===== src/rtl/mem_pkg.sv =====
// Shared encodings, FSM state type and access-legality helper for the MEM stage.
package mem_pkg;

  localparam logic [2:0] MEM_NONE  = 3'b000;
  localparam logic [2:0] MEM_LOAD  = 3'b001;
  localparam logic [2:0] MEM_STORE = 3'b010;

  localparam logic [2:0] F3_B  = 3'b000;
  localparam logic [2:0] F3_H  = 3'b001;
  localparam logic [2:0] F3_W  = 3'b010;
  localparam logic [2:0] F3_BU = 3'b100;
  localparam logic [2:0] F3_HU = 3'b101;

  localparam logic [31:0] NOP_INST = 32'h0000_0013;

  typedef enum logic {StIdle, StBusy} mem_state_e;

  // True for an illegal width for the access direction or a misaligned half/word.
  function automatic logic access_bad(input logic is_store, input logic [2:0] f3,
                                      input logic [1:0] off);
    logic legal;
    case (f3)
      F3_B, F3_H, F3_W: legal = 1'b1;
      F3_BU, F3_HU:     legal = !is_store;
      default:          legal = 1'b0;
    endcase
    return !legal || (f3[1:0] == 2'b01 && off[0]) || (f3[1:0] == 2'b10 && off != 2'b00);
  endfunction

endpackage


===== src/rtl/load_align.sv =====
// Selects the addressed byte/halfword lane of the read word and sign/zero extends it.
module load_align
  import mem_pkg::*;
(
  input  logic [31:0] rdata,
  input  logic [1:0]  offset,
  input  logic [2:0]  funct3,
  output logic [31:0] result
);

  logic [7:0]  lane_b;
  logic [15:0] lane_h;

  always_comb begin
    lane_b = rdata[7:0];
    case (offset)
      2'd0:    lane_b = rdata[7:0];
      2'd1:    lane_b = rdata[15:8];
      2'd2:    lane_b = rdata[23:16];
      default: lane_b = rdata[31:24];
    endcase
    lane_h = offset[1] ? rdata[31:16] : rdata[15:0];

    case (funct3)
      F3_B:    result = {{24{lane_b[7]}}, lane_b};
      F3_BU:   result = {24'h0, lane_b};
      F3_H:    result = {{16{lane_h[15]}}, lane_h};
      F3_HU:   result = {16'h0, lane_h};
      default: result = rdata;
    endcase
  end

endmodule


===== src/rtl/mem_access_stage.sv =====
// RV32I MEM stage: bus request/ack sequencing, MMR write strobe, load alignment and MEM/WB
// register. Upstream is held by stall_out while a bus access is outstanding.
module mem_access_stage #(
  parameter int unsigned ACK_TIMEOUT = 255,
  parameter logic [31:0] NOP_INST    = mem_pkg::NOP_INST
) (
  input  logic        clk,
  input  logic        reset,
  input  logic [4:0]  rd_addr_in,
  input  logic [31:0] rd_data_in,
  input  logic        rd_we_in,
  input  logic [31:0] mem_addr_in,
  input  logic [2:0]  mem_flag_in,
  input  logic [31:0] store_data_in,
  input  logic [31:0] inst_in,
  input  logic        mmr_we_in,
  output logic        dmem_req,
  output logic        dmem_we,
  output logic [31:0] dmem_addr,
  output logic [3:0]  dmem_be,
  output logic [31:0] dmem_wdata,
  input  logic [31:0] dmem_rdata,
  input  logic        dmem_ack,
  output logic        mmr_we,
  output logic [31:0] mmr_addr,
  output logic [31:0] mmr_wdata,
  output logic        stall_out,
  output logic [4:0]  wb_rd_addr,
  output logic [31:0] wb_rd_data,
  output logic        wb_rd_we,
  output logic [31:0] wb_inst,
  output logic        mem_exc,
  output logic        bus_err
);

  import mem_pkg::*;

  localparam int unsigned CntW = (ACK_TIMEOUT < 2) ? 1 : $clog2(ACK_TIMEOUT + 1);
  localparam logic [CntW-1:0] CntMax = CntW'(ACK_TIMEOUT - 1);

  mem_state_e      state_q, state_d;
  logic [CntW-1:0] cnt_q, cnt_d;

  logic [2:0]  funct3;
  logic [1:0]  lane;
  logic        is_load, is_store, is_mmr, bad, start, timeout;
  logic [3:0]  be_c;
  logic [31:0] wdata_c, load_data;

  logic [2:0]  f3_q;
  logic [1:0]  off_q;

  assign funct3   = inst_in[14:12];
  assign lane     = mem_addr_in[1:0];
  assign is_load  = (mem_flag_in == MEM_LOAD);
  assign is_store = (mem_flag_in == MEM_STORE);
  assign is_mmr   = is_store && mmr_we_in;
  assign bad      = (is_load || is_store) && !is_mmr && access_bad(is_store, funct3, lane);
  assign start    = (is_load || (is_store && !mmr_we_in)) && !bad;
  // Ack in the final cycle takes precedence over the timeout.
  assign timeout  = (state_q == StBusy) && !dmem_ack && (cnt_q == CntMax);

  always_comb begin
    be_c    = 4'hF;
    wdata_c = store_data_in;
    if (is_store) begin
      case (funct3[1:0])
        2'b00: begin
          be_c    = 4'b0001 << lane;
          wdata_c = {4{store_data_in[7:0]}};
        end
        2'b01: begin
          be_c    = 4'b0011 << lane;
          wdata_c = {2{store_data_in[15:0]}};
        end
        default: ;
      endcase
    end
  end

  load_align u_load_align (
    .rdata  (dmem_rdata),
    .offset (off_q),
    .funct3 (f3_q),
    .result (load_data)
  );

  always_ff @(posedge clk) begin
    if (reset) begin
      state_q <= StIdle;
      cnt_q   <= '0;
    end else begin
      state_q <= state_d;
      cnt_q   <= cnt_d;
    end
  end

  always_comb begin
    state_d   = state_q;
    cnt_d     = cnt_q;
    stall_out = 1'b0;
    dmem_req  = 1'b0;
    case (state_q)
      StIdle: begin
        if (start) begin
          stall_out = 1'b1;
          state_d   = StBusy;
          cnt_d     = '0;
        end
      end
      StBusy: begin
        dmem_req  = 1'b1;
        stall_out = !dmem_ack && !timeout;
        if (dmem_ack || timeout) begin
          state_d = StIdle;
          cnt_d   = '0;
        end else begin
          cnt_d = cnt_q + 1'b1;
        end
      end
      default: state_d = StIdle;
    endcase
  end

  always_ff @(posedge clk) begin
    if (reset) begin
      dmem_we    <= 1'b0;
      dmem_addr  <= '0;
      dmem_be    <= '0;
      dmem_wdata <= '0;
      f3_q       <= '0;
      off_q      <= '0;
      mmr_we     <= 1'b0;
      mmr_addr   <= '0;
      mmr_wdata  <= '0;
      wb_rd_addr <= '0;
      wb_rd_data <= '0;
      wb_rd_we   <= 1'b0;
      wb_inst    <= NOP_INST;
      mem_exc    <= 1'b0;
      bus_err    <= 1'b0;
    end else begin
      mmr_we  <= 1'b0;
      mem_exc <= 1'b0;
      bus_err <= 1'b0;
      case (state_q)
        StIdle: begin
          wb_rd_addr <= rd_addr_in;
          wb_rd_data <= rd_data_in;
          if (is_mmr) begin
            mmr_we    <= 1'b1;
            mmr_addr  <= mem_addr_in;
            mmr_wdata <= store_data_in;
            wb_rd_we  <= 1'b0;
            wb_inst   <= inst_in;
          end else if (bad) begin
            mem_exc  <= 1'b1;
            wb_rd_we <= 1'b0;
            wb_inst  <= NOP_INST;
          end else if (start) begin
            dmem_we    <= is_store;
            dmem_addr  <= {mem_addr_in[31:2], 2'b00};
            dmem_be    <= be_c;
            dmem_wdata <= wdata_c;
            f3_q       <= funct3;
            off_q      <= lane;
            wb_rd_we   <= 1'b0;
            wb_inst    <= NOP_INST;
          end else begin
            wb_rd_we <= rd_we_in;
            wb_inst  <= inst_in;
          end
        end
        StBusy: begin
          // EX/MEM is frozen while busy, so the rd_* and inst inputs still describe this access.
          if (dmem_ack) begin
            wb_rd_addr <= rd_addr_in;
            wb_rd_data <= dmem_we ? rd_data_in : load_data;
            wb_rd_we   <= !dmem_we && rd_we_in;
            wb_inst    <= inst_in;
          end else begin
            bus_err  <= timeout;
            wb_rd_we <= 1'b0;
            wb_inst  <= NOP_INST;
          end
        end
        default: ;
      endcase
    end
  end

endmodule

===== config.mk =====
export PLATFORM = sky130hd
export DESIGN_NAME = mem_access_stage
export DESIGN_NICKNAME = d
export VERILOG_FILES = /design/src/rtl/mem_pkg.sv /design/src/rtl/load_align.sv /design/src/rtl/mem_access_stage.sv
export SDC_FILE = /design/constraint.sdc
export NUM_CORES = 1
export LEC_CHECK = 0
export CAP_MARGIN = 20
export CORE_MARGIN = 4
export CORE_UTILIZATION = 46
export DETAILED_ROUTE_END_ITERATION = 10
export PLACE_DENSITY_LB_ADDON = 0.3
export SKIP_LAST_GASP = 1
export SYNTH_ARGS = -nofsm -noshare
export SYNTH_HDL_FRONTEND = slang
export SYNTH_SLANG_ARGS = --single-unit

===== constraint.sdc =====
create_clock -name clk -period 3.82 [get_ports clk]
set_clock_uncertainty 0.1 [all_clocks]
set_input_delay 0.382 -clock clk [delete_from_list [all_inputs] [get_ports clk]]
set_output_delay 0.382 -clock clk [all_outputs]
set_load 0.01 [all_outputs]

Word-level counts from Yosys, hierarchy flattened
Cells that the tools add are included.
{"block": "word_totals", "register_bits": 218, "in_bits": 173, "out_inout_bits": 208, "elab_cells": 108}
{"block": "classes", "addsub": 1, "n_eq_ne": 16, "shifts": 2, "muxes": 33, "bitwise_logic": 3, "n_reduce_logical": 36}
{"op": "$mux 32", "count": 7}
{"op": "$pmux 32 s2", "count": 3}
{"op": "$pmux 32 s4", "count": 1}
{"op": "$pmux 8 s3", "count": 1}
{"op": "$mux 16", "count": 1}
{"op": "$mux 8", "count": 2}
{"op": "$pmux 8 s2", "count": 1}
{"op": "$eq 3x3->1 const B", "count": 4}
{"op": "$logic_and 1x1->1", "count": 11}
{"op": "$pmux 5 s2", "count": 1}
{"op": "$eq 3x1->1 const B", "count": 3}
{"op": "$mux 1", "count": 9}
{"op": "$reduce_or 3->1", "count": 3}
{"op": "$add 8x1->8 const B", "count": 1}
{"op": "$eq 8x8->1 const B", "count": 1}
{"op": "$logic_not 1->1", "count": 8}
{"op": "$pmux 1 s2", "count": 4}
{"op": "$pmux 4 s2", "count": 1}
{"op": "$eq 3x2->1 const B", "count": 2}
{"op": "$logic_not 3->1", "count": 2}
{"op": "$logic_or 1x1->1", "count": 5}
{"op": "$mux 5", "count": 1}
{"op": "$eq 2x1->1 const B", "count": 2}
{"op": "$eq 2x2->1 const B", "count": 2}
{"op": "other kinds (10)", "count": 15}

Depth between registers and ports, before layout
Gate-level depths: netlist of run 1.
{"block": "depth", "word_depth": 13, "mapped_depth": 8, "depth_no_buf": 7}

Modules after synthesis
From an unflattened synthesis of run 1, not the netlist that was laid out.
{"block": "unflattened", "cells_unflattened": 1077, "area_unflattened_um2": 9419.0}
{"module": "mem_access_stage", "instances": 1, "cells_each": 944, "area_per_inst_um2": 8449.4, "seq_area_each_um2": 4364.2}
{"module": "load_align", "instances": 1, "cells_each": 133, "area_per_inst_um2": 969.7, "seq_area_each_um2": 0.0}

Worst setup path before layout of run 1
No wires, ideal clock.
{"block": "synth_timing", "path_type": "input port to output port", "startpoint": "input mem_flag_in[1]", "endpoint": "output stall_out", "arrival_ns": 1.484, "required_ns": 3.338, "slack_ns": 1.854, "cell_stages": 6, "path_buffers": 1, "path_cell_list": "nor3b_2 -> o21ai_0 -> a22o_1 -> nand2_2 -> buf_2 -> nand2_1"}
{"block": "synth_between", "elab_chain_cells": 11, "elab_cells_between_ends": 18, "cone_classes": "eq/ne (2); mux (3); reduce/logical (13)"}
{"element": "start: declaration", "line_no": "mem_access_stage.sv:13", "text": "input logic [2:0] mem_flag_in,"}
{"element": "$eq 3x2->1", "line_no": "mem_access_stage.sv:56", "text": "assign is_store = (mem_flag_in == MEM_STORE);"}
{"element": "$logic_not 1->1", "line_no": "mem_pkg.sv:24", "text": "F3_BU, F3_HU: legal = !is_store;"}
{"element": "$pmux 1 s2", "line_no": "mem_pkg.sv:22", "text": "case (f3)"}
{"element": "$logic_not 1->1", "line_no": "mem_pkg.sv:27", "text": "return !legal || (f3[1:0] == 2'b01 && off[0]) || (f3[1:0] == 2'b10 && off != 2'b00);"}
{"element": "$logic_or 1x1->1 (2 in a row)", "line_no": "mem_pkg.sv:27"}
{"element": "$logic_and 1x1->1", "line_no": "mem_access_stage.sv:58", "text": "assign bad = (is_load || is_store) && !is_mmr && access_bad(is_store, funct3, lane);"}
{"element": "$logic_not 1->1", "line_no": "mem_access_stage.sv:59", "text": "assign start = (is_load || (is_store && !mmr_we_in)) && !bad;"}
{"element": "$logic_and 1x1->1 (*)", "line_no": "mem_access_stage.sv:59"}
{"element": "$mux 1 (*)", "line_no": "mem_access_stage.sv:105", "text": "if (start) begin"}
{"element": "$pmux 1 s2 (*)", "line_no": "mem_access_stage.sv:103", "text": "case (state_q)"}
{"element": "end: declaration", "line_no": "mem_access_stage.sv:27", "text": "output logic stall_out,"}
Mark *: on every way between the ends. The rest lies on a longest branch, timed or not.

Final worst setup path of run 1
{"block": "layout_timing", "startpoint": "input mem_flag_in[2]", "endpoint": "output stall_out"}
Same word-level chain as after synthesis.

==> run summary, run 1 <==
Syn Inst Count: 1037
Most used DFF post-synth: dfxtp_1
Number of global-route vias before repair: 8839
Slew HR: 0.398
PwrDens: 406 nW/um^2
Hold Fails Final Rpt: 0
Maximum clock rate: 0.304 GHz
R2r setup slk: 1.13 ns
TritonCTS clock tree: yes
Peak VDD IR: 386 uV
Area growth from synthesis to layout: 51.6%
# Post-CTS Setup Buffers: 0
Number of antenna-violating nets in the routed design: 0
Final Power: 0.00557 W
Rows: 51
CP max FO: 18
# DRC: 0
Hold crit path type: in -> reg
Synth area leader: dfxtp_1
Most frequent cells in the layout: clkdlybuf4s50_1, dfxtp_1, nand2_1, a21oi_1, nor2_1
Crit end category: primary output
Final nets: 1541
Status: finished clean
Post-cts repair resize count: 0
RR Startpoint: state_q
Die Y-Extent: 148 um
Drt wl/cell: 19.4 um
Pin count of the biggest net entering global routing: 113
Worst Path Required: 3.34 ns
Worst hold path depth: 2
Endpoints failing setup: 0
Ports: 381
DRC violation total after the first TritonRoute iteration: 452
DR vias/cell: 5.43
YS warnings: 0
First-pass GRT wire length: 48.6 mm
Yosys reg bits: 218
CTS buffer count: 24
Routability Congestion: 0.875
Syn_area_per_cell: 8.73 um^2
Sequential share of the synthesized area: 0.482
Synth async-reset ratio: 0
Max Cap Viol: 0
RSZ-0062 raised after global routing: false
Overflow after GRT: 0
Commonest non-fill, non-tap cell in the layout: clkdlybuf4s50_1
Hold_buf cts: 0
Critical path class: in -> out
Tightest Pin Transition: 0.900 ns
PortBufs: 378
Fin crit period: 3.29 ns
Top post-synthesis cells by area: dfxtp_1, a21oi_1, nand2_1, mux2i_1, a2111oi_4
Period utilisation layout: 0.862
GRT Util Overall: 0.273
Mapped cell area: 9050 um^2
Post-synthesis cell type count: 54
Die X-Extent: 148 um
Reg2reg path depth: 4
Pins over their slew limit: 0
CTS Buffer Depth: 3
Post-synth top area share: 0.482
Final WL: 31.9 mm
Via count: 8951
Layout cell share with drive strength beyond 1: 0.0796
Initial antenna violation count: 1
Clk slew on worst S/H paths: 0.06 ns
Area of the core: 19400 um^2
Hold EP: state_q
Hold Crit Start: reset
P_leak: 4.78 nW
Full die area: 22000 um^2
Post-DP HPWL: 22.3 mm
Worst setup SP type: primary input
Reg-to-reg endpoint: wb_rd_data[18]
CTS H-tree lvls: 1
Clock sink total: 218
Worst skew pair latency: 0.51 ns
Total Neg Setup Slack: 0 ns
Starting density of the core: 0.466
Drt first pass iters: 5
EDFF count, synth: 0
Arr. time, crit path: 2.81 ns
CTS root buffer: clkbuf_16
-- final cells by class --
cell class,instances,area [um^2]
Multi-Input combinational cell,716,4240
Clock inverter,5,100
Inverter,12,45.0
Fill cell,1564,5680
Tap cell,265,332
Clock buffer,37,711
Timing Repair Buffer,394,3920
Antenna cell,1,2.50
Sequential cell,218,4360
-- worst max-delay path, stage by stage --
cell,delay [ns]
clkdlybuf4s50_1,0.58
nor3b_2,0.11
o21ai_0,0.54
a22o_2,0.27
nand2_2,0.23
nand2_1,0.13
clkdlybuf4s50_1,0.56
-- stage by stage --
stage | hold WS, ns | utilization | setup slack [ns] | cells | instance area [um^2]
after CTS | 0.241 | 0.707 | 0.531 | 1647 | 13700
after global placement | 0.338 | 0.665 | 0.624 | 1605 | 12900
after detailed placement | 0.347 | 0.665 | 0.553 | 1605 | 12900
after floorplan | 0.356 | - | 1.85 | 1038 | 9050
final | 0.245 | 0.707 | 0.529 | 1648 | 13700
after global routing | 0.275 | 0.707 | 0.416 | 1648 | 13700
-- layer usage --
| layer | vias up | GRT usage | share of wire |
|---|---|---|---|
| li1 | 4294 | - | - |
| met1 | 4231 | 0.314 | 0.37 |
| met2 | 351 | 0.473 | 0.49 |
| met3 | 75 | 0.0938 | 0.098 |
| met4 | 0 | 0.0998 | 0.037 |
| met5 | - | 0 | 0 |
-- flip-flops by register name, summed over array words and instances, names as in the netlist, 2 cells and up --
register    flops
dmem_wdata     32
mmr_addr       32
mmr_wdata      32
wb_inst        32
wb_rd_data     32
dmem_addr      30
cnt_q           8
wb_rd_addr      5
dmem_be         4
f3_q            3
off_q           2
-- worst max path at each step --
| stage | startpoint | to | slack [ns] | cells past startpoint |
|---|---|---|---|---|
| floorplan | mem_flag_in[1] | stall_out | 1.85 | 6 |
| global placement | mem_addr_in[0] | stall_out | 0.62 | 7 |
| detailed placement | mem_flag_in[2] | stall_out | 0.55 | 7 |
| CTS | mem_flag_in[2] | stall_out | 0.53 | 7 |
| global route | mem_flag_in[2] | stall_out | 0.42 | 7 |
| finish | mem_flag_in[2] | stall_out | 0.53 | 7 |
-- cell usage after synthesis (2+ instances only) --
library cell,n
dfxtp_1,218
nand2_1,178
a21oi_1,134
nor2_1,58
clkbuf_1,54
o21ai_0,52
nand3_1,48
mux2i_1,40
and2_1,30
buf_2,24
nor3_1,21
a211oi_1,20
nor4_1,18
a31o_2,16
a221oi_1,15
mux2_2,15
inv_1,11
a2111oi_4,10
buf_4,9
nand2b_1,8
o22ai_1,8
a2111oi_0,6
nor2b_1,4
a311oi_1,3
or3_1,3
a31oi_1,2
buf_6,2
ha_1,2
nand4_1,2
or2_2,2
-- kinds of logic (layout without fill, tap and decap cells) --
group,count (synthesis),count (layout),synth area share
and+or+nand+nor,380,380,0.189
DFF,218,218,0.482
other,1,3,0.000414
AOI/OAI and AO/OA,275,275,0.206
muxes,57,57,0.0671
buffers and inverters,104,448,0.0524
adders and majority gates,2,2,0.00277
-- power by group --
group | leakage, nW | switching, W | internal [W]
combinational | 2.60 | 0.000375 | 0.000410
sequential | 1.78 | 0.0000418 | 0.00236
clock | 0.397 | 0.000904 | 0.00147
total | 4.78 | 0.00132 | 0.00424
Power figures use the tool's default switching activity.
==> run 2: changes to the inputs <==
--- a/config.mk
+++ b/config.mk
@@ -6,6 +6,7 @@
 export NUM_CORES = 1
 export LEC_CHECK = 0
 export CAP_MARGIN = 20
+export CORE_ASPECT_RATIO = 2
 export CORE_MARGIN = 4
 export CORE_UTILIZATION = 46
 export DETAILED_ROUTE_END_ITERATION = 10
==> run summary, run 2 (synthesized netlist as in run 1, its figures left out) <==
Status: finished clean
Final worst setup slack: 0.518 ns (-0.0111 ns)
Cell Int Power: 0.00402 W (-5.3%)
Die X-Extent: 107 um (-28%)
CP dominant cell by count: clkdlybuf4s50_1
Area growth from synthesis to layout: 50.2%
Post-DP HPWL: 23.4 mm (+5.0%)
PwrDens: 391 nW/um^2 (-3.8%)
Combinational Power Share: 0.149 (+0.008)
Fin crit period: 3.30 ns (+0.0111 ns)
Ports: 381 (unchanged)
Number of global-route vias before repair: 9120 (+3.2%)
CTS root buffer: clkbuf_16
P_leak: 4.72 nW (-1.2%)
Slowest-stage cell, CP: clkdlybuf4s50_1
Rows: 72 (+41%)
Hold Fails Final Rpt: 0 (unchanged)
Hold_buf cts: 0 (unchanged)
CTS H-tree lvls: 1 (unchanged)
Design area: 13600 um^2 (-0.90%)
Arr. time, crit path: 2.82 ns (about the same)
Pre-CTS setup slack: 0.539 ns (-0.0142 ns)
CP Launch Point: mem_flag_in[2]
RSZ-0062 raised after global routing: false
RR Startpoint: state_q
Period utilisation layout: 0.865 (+0.00290)
Overflow after GRT: 0 (unchanged)
Via count: 9019 (+0.76%)
Switching Fraction: 0.243 (+0.00530)
Worst skew pair latency: 0.49 ns (-0.02 ns)
Commonest non-fill, non-tap cell in the layout: clkdlybuf4s50_1
Register share of total power: 0.452 (+0.020)
First-pass GRT wire length: 48.7 mm (+0.34%)
Die Y-Extent: 206 um (+39%)
TritonCTS clock tree: yes
Max Cap Viol: 0 (unchanged)
# Post-CTS Setup Buffers: 0 (unchanged)
DRC violation total after the first TritonRoute iteration: 448 (-0.88%)
PortBufs: 378 (unchanged)
Maximum clock rate: 0.303 GHz (-0.33%)
Full die area: 22100 um^2 (+0.62%)
Area of the core: 19400 um^2 (-0.15%)
# DRC: 0 (unchanged)
DR vias/cell: 5.51 (+1.4%)
Fillers: 1537 (-1.7%)
Hold crit path type: in -> reg
Total Neg Setup Slack: 0 ns (unchanged)
Post-cts repair resize count: 0 (unchanged)
Slew HR: 0.277 (-0.122)
Final nets: 1540 (-0.065%)
Layout cell share with drive strength beyond 1: 0.0791 (-0.000495)
Net Sw Power: 0.00129 W (-2.5%)
DP Cell Count: 1602 (-0.19%)
Drt first pass iters: 5 (unchanged)
Critical path class: in -> out
GRT Util Overall: 0.279 (+0.00575)
Tightest Pin Transition: 1.08 ns (+0.184 ns)
Crit end category: primary output
CTS Buffer Depth: 3 (unchanged)
Final WL: 32.8 mm (+2.9%)
Drt wl/cell: 20.0 um (+3.6%)
Clock network power share: 0.399 (-0.028)
Endpoints failing setup: 0 (unchanged)
Most frequent cells in the layout: clkdlybuf4s50_1, dfxtp_1, nand2_1, a21oi_1, nor2_1
Hold Crit Start: reset
Post-route non-filler standard cell count: 1637 (-0.67%)
Number of antenna-violating nets in the routed design: 0 (unchanged)
Clk slew on worst S/H paths: 0.06 ns (about the same)
Peak VDD IR: 352 uV (-8.7%)
Number of antenna repair diodes: 0 (-1)
CTS buffer count: 20 (-17%)
Area after DPL: 12900 um^2 (about the same)
Worst setup SP type: primary input
Starting density of the core: 0.467 (+0.000723)
Worst Path Required: 3.34 ns (about the same)
Pin count of the biggest net entering global routing: 85 (-25%)
Initial antenna violation count: 0 (-1)
Crit path largest cell delay: 0.58 ns (about the same)
Clock sink total: 218 (unchanged)
Routability Congestion: 0.874 (-0.13%)
CP max FO: 18 (unchanged)
Pins over their slew limit: 0 (unchanged)
Crit-path cells: clkdlybuf4s50_1 > nor3b_2 > o21ai_0 > a22o_2 > nand2_2 > nand2_1 > clkdlybuf4s50_1
## run 2: cell types whose count changed in the layout (fill, tap and decap cells not counted), sizes merged
cell / before / now
clkinvlp: 0 / 2
diode: 1 / 0
buf: 17 / 20
clkbuf: 37 / 28
## run 2: power by group through the flow
stage | clock network (W) | registers [W] | logic (W)
after floorplan | 0 | 0.00249 | 0.000289
after CTS | 0.00216 | 0.00240 | 0.000791
after global placement | 0 | 0.00245 | 0.000776
final | 0.00212 | 0.00240 | 0.000790
after detailed placement | 0 | 0.00245 | 0.000786
after global routing | 0.00225 | 0.00241 | 0.000838
## run 2: layout make-up
| type | count | area (um^2) | area share |
|---|---|---|---|
| timing repair buffer | 397 | 3930 | 0.289 |
| clock inverter | 7 | 115 | 0.00847 |
| tap | 259 | 324 | 0.0238 |
| clock buffer | 28 | 572 | 0.0421 |
| sequential | 218 | 4360 | 0.321 |
| inverter | 12 | 45.0 | 0.00331 |
| multi-input combinational | 716 | 4240 | 0.312 |
## run 2: per-stage QoR
stage / power, W / utilization / hold WS [ns]
after floorplan: 0.00278 / - / 0.356
after global placement: 0.00322 / 0.666 / 0.339
after detailed placement: 0.00324 / 0.666 / 0.345
after CTS: 0.00535 / 0.702 / 0.252
after global routing: 0.00549 / 0.702 / 0.285
final: 0.00531 / 0.702 / 0.265
## run 2: worst max-delay path, delay by kind of cell
family	cells	cell delay, ns
buffers and inverters	2	1.14
AND/OR/NAND/NOR	3	0.52
AO/OA/AOI/OAI	2	0.78
## run 2: worst paths after layout
path	end	slack, ns	cells past startpoint
worst min-delay path	cnt_q[1]	0.26	2
worst min register to register	wb_rd_addr[4]	0.35	2
worst max register to register	wb_rd_data[17]	1.18	4
worst max-delay path	stall_out	0.52	7
## run 2: layer usage
metal / GRT usage / share of wire
met5: 0 / 0
met4: 0.162 / 0.062
met3: 0.0650 / 0.074
met2: 0.517 / 0.53
met1: 0.279 / 0.34
